## src/rtl/pcie_wr_dma.sv

```systemverilog
// pcie_wr_dma
// FPGA-to-host DMA write engine. It drains a first-word-fall-through FIFO in
// bursts of 16 x 64-bit words, which is one 128-byte memory write. Each burst
// goes to the next 128 B block of a host ring buffer. The ring is described by
// a page table of 4 KiB pages that the host loads.
//
// Ports:
//   clock, reset        system clock; synchronous active-high reset
//   enable              allows new bursts; a burst in progress always completes
//   ptr_clear           zeroes hw_ptr (honoured only while idle)
//   pt_we/pt_index/pt_data  page-table write port (address bits [11:0] dropped)
//   sw_ptr              host consumed pointer, in 128 B blocks
//   hw_ptr              blocks written, in 128 B blocks
//   fifo_data/fifo_ge16/fifo_read  FWFT FIFO head word, >=16 flag, pop strobe
//   wr_valid/wr_addr/wr_ready/wr_data  write-request handshake to the TX block
module pcie_wr_dma #(
   parameter int PT_BITS = 5
) (
   input  logic               clock,
   input  logic               reset,
   input  logic               enable,
   input  logic               ptr_clear,
   input  logic               pt_we,
   input  logic [PT_BITS-1:0] pt_index,
   input  logic [63:0]        pt_data,
   input  logic [31:0]        sw_ptr,
   output logic [31:0]        hw_ptr,
   input  logic [63:0]        fifo_data,
   input  logic               fifo_ge16,
   output logic               fifo_read,
   output logic               wr_valid,
   output logic [63:0]        wr_addr,
   input  logic               wr_ready,
   output logic [63:0]        wr_data
);

   localparam int          BLK_BITS    = PT_BITS + 5;
   localparam logic [31:0] RING_BLOCKS = 32'd1 << BLK_BITS;

   typedef enum logic [1:0] {IDLE, ARMED, BURST, SETTLE} state_t;

   state_t              state_reg;
   logic [31:0]         hw_ptr_reg;
   logic                wr_valid_reg;
   logic [63:0]         wr_addr_reg;
   logic [3:0]          beat_reg;
   logic                settle_reg;
   logic                protocol_error_reg;

   // Page table. Entries hold 4 KiB-aligned page addresses. The low 12 bits
   // are cleared on write, so the entry can be ORed with the block offset.
   logic [63:0]         pt_mem [0:(2**PT_BITS)-1];

   logic [31:0]         used_next;
   logic                ring_full_next;
   logic [BLK_BITS-1:0] blk_next;
   logic [63:0]         pt_entry_next;

   // The TX block takes one word per wr_ready, so the FIFO pops in lockstep.
   assign fifo_read = wr_ready;
   assign wr_data   = fifo_data;
   assign hw_ptr    = hw_ptr_reg;
   assign wr_valid  = wr_valid_reg;
   assign wr_addr   = wr_addr_reg;

   always_comb begin
      used_next      = hw_ptr_reg - sw_ptr;
      // A used count beyond the ring size can only come from a bogus sw_ptr.
      // Treating it as full keeps the engine from overwriting live data.
      ring_full_next = (used_next >= RING_BLOCKS);
      blk_next       = hw_ptr_reg[BLK_BITS-1:0];
      pt_entry_next  = pt_mem[blk_next[BLK_BITS-1:5]];
   end

   // A write in the same cycle as an address compute lands after the read.
   // The arm in that cycle therefore still sees the old entry.
   always_ff @(posedge clock) begin
      if (pt_we)
         pt_mem[pt_index] <= pt_data & ~64'hFFF;
   end

   always_ff @(posedge clock) begin
      if (reset) begin
         state_reg          <= IDLE;
         hw_ptr_reg         <= '0;
         wr_valid_reg       <= 1'b0;
         wr_addr_reg        <= '0;
         beat_reg           <= '0;
         settle_reg         <= 1'b0;
         protocol_error_reg <= 1'b0;
      end else begin
         // wr_ready outside a request cannot belong to any burst. It is
         // ignored, but the error is remembered.
         if (wr_ready && (state_reg == IDLE || state_reg == SETTLE))
            protocol_error_reg <= 1'b1;

         case (state_reg)
            IDLE: begin
               if (ptr_clear) begin
                  hw_ptr_reg <= '0;
               end else if (enable && fifo_ge16 && !ring_full_next) begin
                  wr_addr_reg <= pt_entry_next | {52'd0, blk_next[4:0], 7'd0};
                  state_reg   <= ARMED;
               end
            end
            ARMED: begin
               // wr_valid rises one cycle after entry. The address is then
               // settled, and back-to-back bursts get their idle gap.
               if (wr_ready) begin
                  wr_valid_reg <= 1'b0;
                  beat_reg     <= 4'd1;
                  state_reg    <= BURST;
               end else if (!enable) begin
                  wr_valid_reg <= 1'b0;
                  state_reg    <= IDLE;
               end else begin
                  wr_valid_reg <= 1'b1;
               end
            end
            BURST: begin
               if (wr_ready) begin
                  if (beat_reg == 4'd15) begin
                     hw_ptr_reg <= hw_ptr_reg + 32'd1;
                     beat_reg   <= '0;
                     settle_reg <= 1'b0;
                     state_reg  <= SETTLE;
                  end else begin
                     beat_reg <= beat_reg + 4'd1;
                  end
               end
            end
            SETTLE: begin
               // The two-cycle wait lets fifo_ge16 and sw_ptr catch up with
               // the pops and the pointer advance before the next decision.
               if (settle_reg)
                  state_reg <= IDLE;
               else
                  settle_reg <= 1'b1;
            end
            default: state_reg <= IDLE;
         endcase
      end
   end

   a_no_protocol_error: assert property (@(posedge clock) disable iff (reset)
      !protocol_error_reg);

endmodule

```

## config.mk

```make
export PLATFORM = sky130hd
export DESIGN_NAME = pcie_wr_dma
export DESIGN_NICKNAME = d
export VERILOG_FILES = /design/src/rtl/pcie_wr_dma.sv
export SDC_FILE = /design/constraint.sdc
export NUM_CORES = 2
export LEC_CHECK = 0
export BUFFER_PORTS_ARGS = -buffer_cell sky130_fd_sc_hd__buf_2
export CAP_MARGIN = 20
export CORE_ASPECT_RATIO = 0.9
export CORE_MARGIN = 3
export CORE_UTILIZATION = 35
export CTS_BUF_LIST = sky130_fd_sc_hd__clkbuf_2 sky130_fd_sc_hd__clkbuf_4 sky130_fd_sc_hd__clkbuf_8
export CTS_CLUSTER_DIAMETER = 200
export DETAILED_ROUTE_END_ITERATION = 8
export PLACE_DENSITY = 0.47
export SYNTH_ARGS = -nofsm -noshare
export SYNTH_HDL_FRONTEND = slang
export SYNTH_SLANG_ARGS = --single-unit
```

## constraint.sdc

```tcl
create_clock -name clock -period 4.9 [get_ports clock]
set_input_delay 1.225 -clock clock [delete_from_list [all_inputs] [get_ports clock]]
set_output_delay 1.225 -clock clock [all_outputs]
set_load 0.05 [all_outputs]
```

==> results.yml <==
run_status:
  run_status: "completed"
detailed_routing:
  viasPerCell: 5.18
  drcViolationCount: 0
  wl_microns: 185000
  drt_first_pass_iters: 5
  drt_iter0_drc: 2876
  vias: 34144
  routedWlPerCell_microns: 28.1
  antenna_left: 0
timing:
  max_freq_mhz: 250
  relSlewSlack: 0.387
  slew_violations: 0
  holdWs_ns: 0.470
  setup-violations-final: 0
  clock_skew_ns: 0.0522
  timing.final.hold_violations: 0
  tightest_slew_ns: 0.920
  period_share: 0.816
  rsz0062_at_grt: "false"
  layout_setup_ws_ns: 0.904
  min_period_ns: 4.00
global_route:
  grt_pass1_vias: 35813
  grt_pass1_wl_microns: 265000
  overflow: 0
  antenna_found_initial: 19
  grt_usage: 0.180
  grt_max_degree: 76
logic_synthesis:
  ys.flop_type: "edfxtp_1"
  ys_seq_elements: 1766
  synth_warnings: 0
  synth_top_area_share: 0.713
  avgSynthCellArea_sq_um: 21.4
  netlist_area_sq_um: 70000
  synth_edf_count: 1664
  yosys-top-cells-area: "edfxtp_1, mux4_2, dfxtp_1"
  yosysSeqAreaShare: 0.743
  syn_inst: 3271
  async_flop_share: 0
  synth_top_cell_by_area: "edfxtp_1"
  synth_cell_type_count: 69
clock_network:
  cts-root-buf: "clkbuf_8"
  cts.sinks: 1766
  cts_htree_levels: 5
  numCtsBuffers: 313
  hold_buffers: 0
  path_clk_slew_ns: 0.06
  worst_skew_pair.late_latency_ns: 1.00
  clock_tree.buffer_depth: 4
  cts_setup_buffers: 0
  post_cts_resized: 0
  cts_tree: "built"
pwr:
  p_leak_uw: 0.0253
  total_power_uw: 30300
  peakVddDrop_mv: 0.297
  power_density_nw_per_um2: 374
layout:
  largest_reg_flops: 1664
  final_nets: 3903
  num-fill-cells: 17743
  drive_above_1_share: 0.366
  area.growth.synth_to_final_pct: 15.5
placement:
  portBuffers: 186
  dp_hpwl_microns: 96700
  pre_cts_ws_ns: -0.0263
  place_congestion: 0.755
worst_setup_path:
  crit_type: "reg2reg"
  required_ns: 5.78
  crit_fanout: 13
  rr_startpoint: "hw_ptr[0]"
  end_kind: "flip-flop"
  r2r_cells: 16
  r2r_setup_slack_ns: 0.90
  rr_endpoint: "wr_addr[22]"
  critPathArrivalTime_ns: 4.87
  critPathLaunch: "hw_ptr[0]"
  startpoint_type: "flip-flop"
floorplanning:
  die_area_sq_um: 206000
  die-width_microns: 478
  chipHeight_microns: 430
  initial_utilization: 0.353
  core_area_sq_um: 199000
  pin_count: 334
  row_count: 155
worst_hold_path:
  hold_path.class: "reg2reg"
  hold_path_depth: 2
  min_to: "wr_addr[7]"
  hp-start: "wr_addr[7]"
job:
  cap_violations: 0
==> cells in the final DEF, fill, tap and decap left out, drive strengths merged, types with 8 or more instances in the layout <==
master | synthesis | routed
a211oi | 10 | 10
a21o | 8 | 8
a21oi | 60 | 60
and3 | 13 | 13
and4 | 8 | 8
buf | 123 | 344
clkbuf | 116 | 426
clkinv | 0 | 90
clkinvlp | 0 | 8
dfxtp | 102 | 102
diode | 0 | 15
edfxtp | 1664 | 1664
ha | 33 | 33
inv | 45 | 45
mux2 | 54 | 54
mux2i | 59 | 59
mux4 | 520 | 520
nand2 | 45 | 45
nand2b | 14 | 14
nand3 | 16 | 16
nand4 | 18 | 18
nor2 | 137 | 137
nor2b | 58 | 58
o211ai | 10 | 10
o21ai | 35 | 35
or3 | 14 | 14
xnor2 | 17 | 17
xor2 | 19 | 19
==> worst max path at each step <==
stage,end,cells after the start
5_1_grt,wr_addr[7],17
3_5_place_dp,wr_addr[24],16
3_3_place_gp,wr_addr[28],16
2_1_floorplan,pt_mem[12][0],3
6_report,wr_addr[22],16
4_1_cts,wr_addr[30],16
==> cells in the mapped netlist, types with 44 or more instances <==
library cell and count:
mux2i_1 59, mux4_2 520, dfxtp_1 102, nor2_1 137, nor2b_1 58, buf_4 78, a21oi_1 59, edfxtp_1 1664
inv_1 45, nand2_1 44, clkbuf_1 116
==> cell families (layout without fill, tap and decap cells) <==
group / Yosys count / in the layout / synth area share
flip-flops: 1766 / 1766 / 0.743
AO/OA/AOI/OAI: 163 / 163 / 0.0149
XOR/XNOR: 36 / 36 / 0.00450
multiplexers: 633 / 633 / 0.186
AND/OR/NAND/NOR: 354 / 354 / 0.0257
buffers and inverters: 284 / 918 / 0.0203
other: 1 / 22 / 0.0000535
adder cells (fa/ha/maj): 34 / 34 / 0.00618
==> power breakdown <==
group / switching (uW) / internal, uW
logic: 436 / 146
registers: 33.6 / 16700
clock network: 5890 / 7110
==> metrics by stage <==
stage / TNS, ns / instance area [sq um] / util / cells
2_1_floorplan: 0 / 70100 / - / 3277
3_3_place_gp: -0.752 / 75000 / 0.378 / 6050
3_5_place_dp: -0.348 / 75000 / 0.378 / 6050
4_1_cts: 0 / 80800 / 0.407 / 6579
5_1_grt: 0 / 80900 / 0.407 / 6585
6_report: 0 / 80900 / 0.407 / 6595
==> worst max-delay path, stage by stage, from the launching register on <==
cell and delay (ns):
dfxtp_1 0.31, inv_1 0.08, ha_1 0.17, inv_1 0.06, fa_1 0.36, a211oi_1 0.26
o21ai_0 0.20, a211oi_2 0.29, buf_4 0.17, o211ai_2 0.11, nand2_1 0.13, a2bb2oi_1 0.08
a2111o_1 0.53, nor4_4 0.35, buf_12 0.22, buf_12 0.18, mux2_2 0.33
==> per-layer routing <==
layer	vias to the layer above	GRT usage	wire [microns]
met5	-	0	16
met4	4	0.0514	4310
met3	309	0.0387	9820
met2	932	0.296	91400
met1	18492	0.241	79600
li1	14407	-	-
==> final cells by class <==
type | instances | area (sq um) | area share
flip-flops and latches | 1766 | 52000 | 0.643
diodes | 15 | 37.5 | 0.000464
repair buffers | 344 | 2670 | 0.0330
clock inverters | 103 | 581 | 0.00718
clock buffers | 426 | 5220 | 0.0645
inverters | 45 | 169 | 0.00209
well taps | 2669 | 3340 | 0.0413
multi-input cells | 1227 | 16900 | 0.208
No activity file was read; power rests on OpenSTA's default activity.
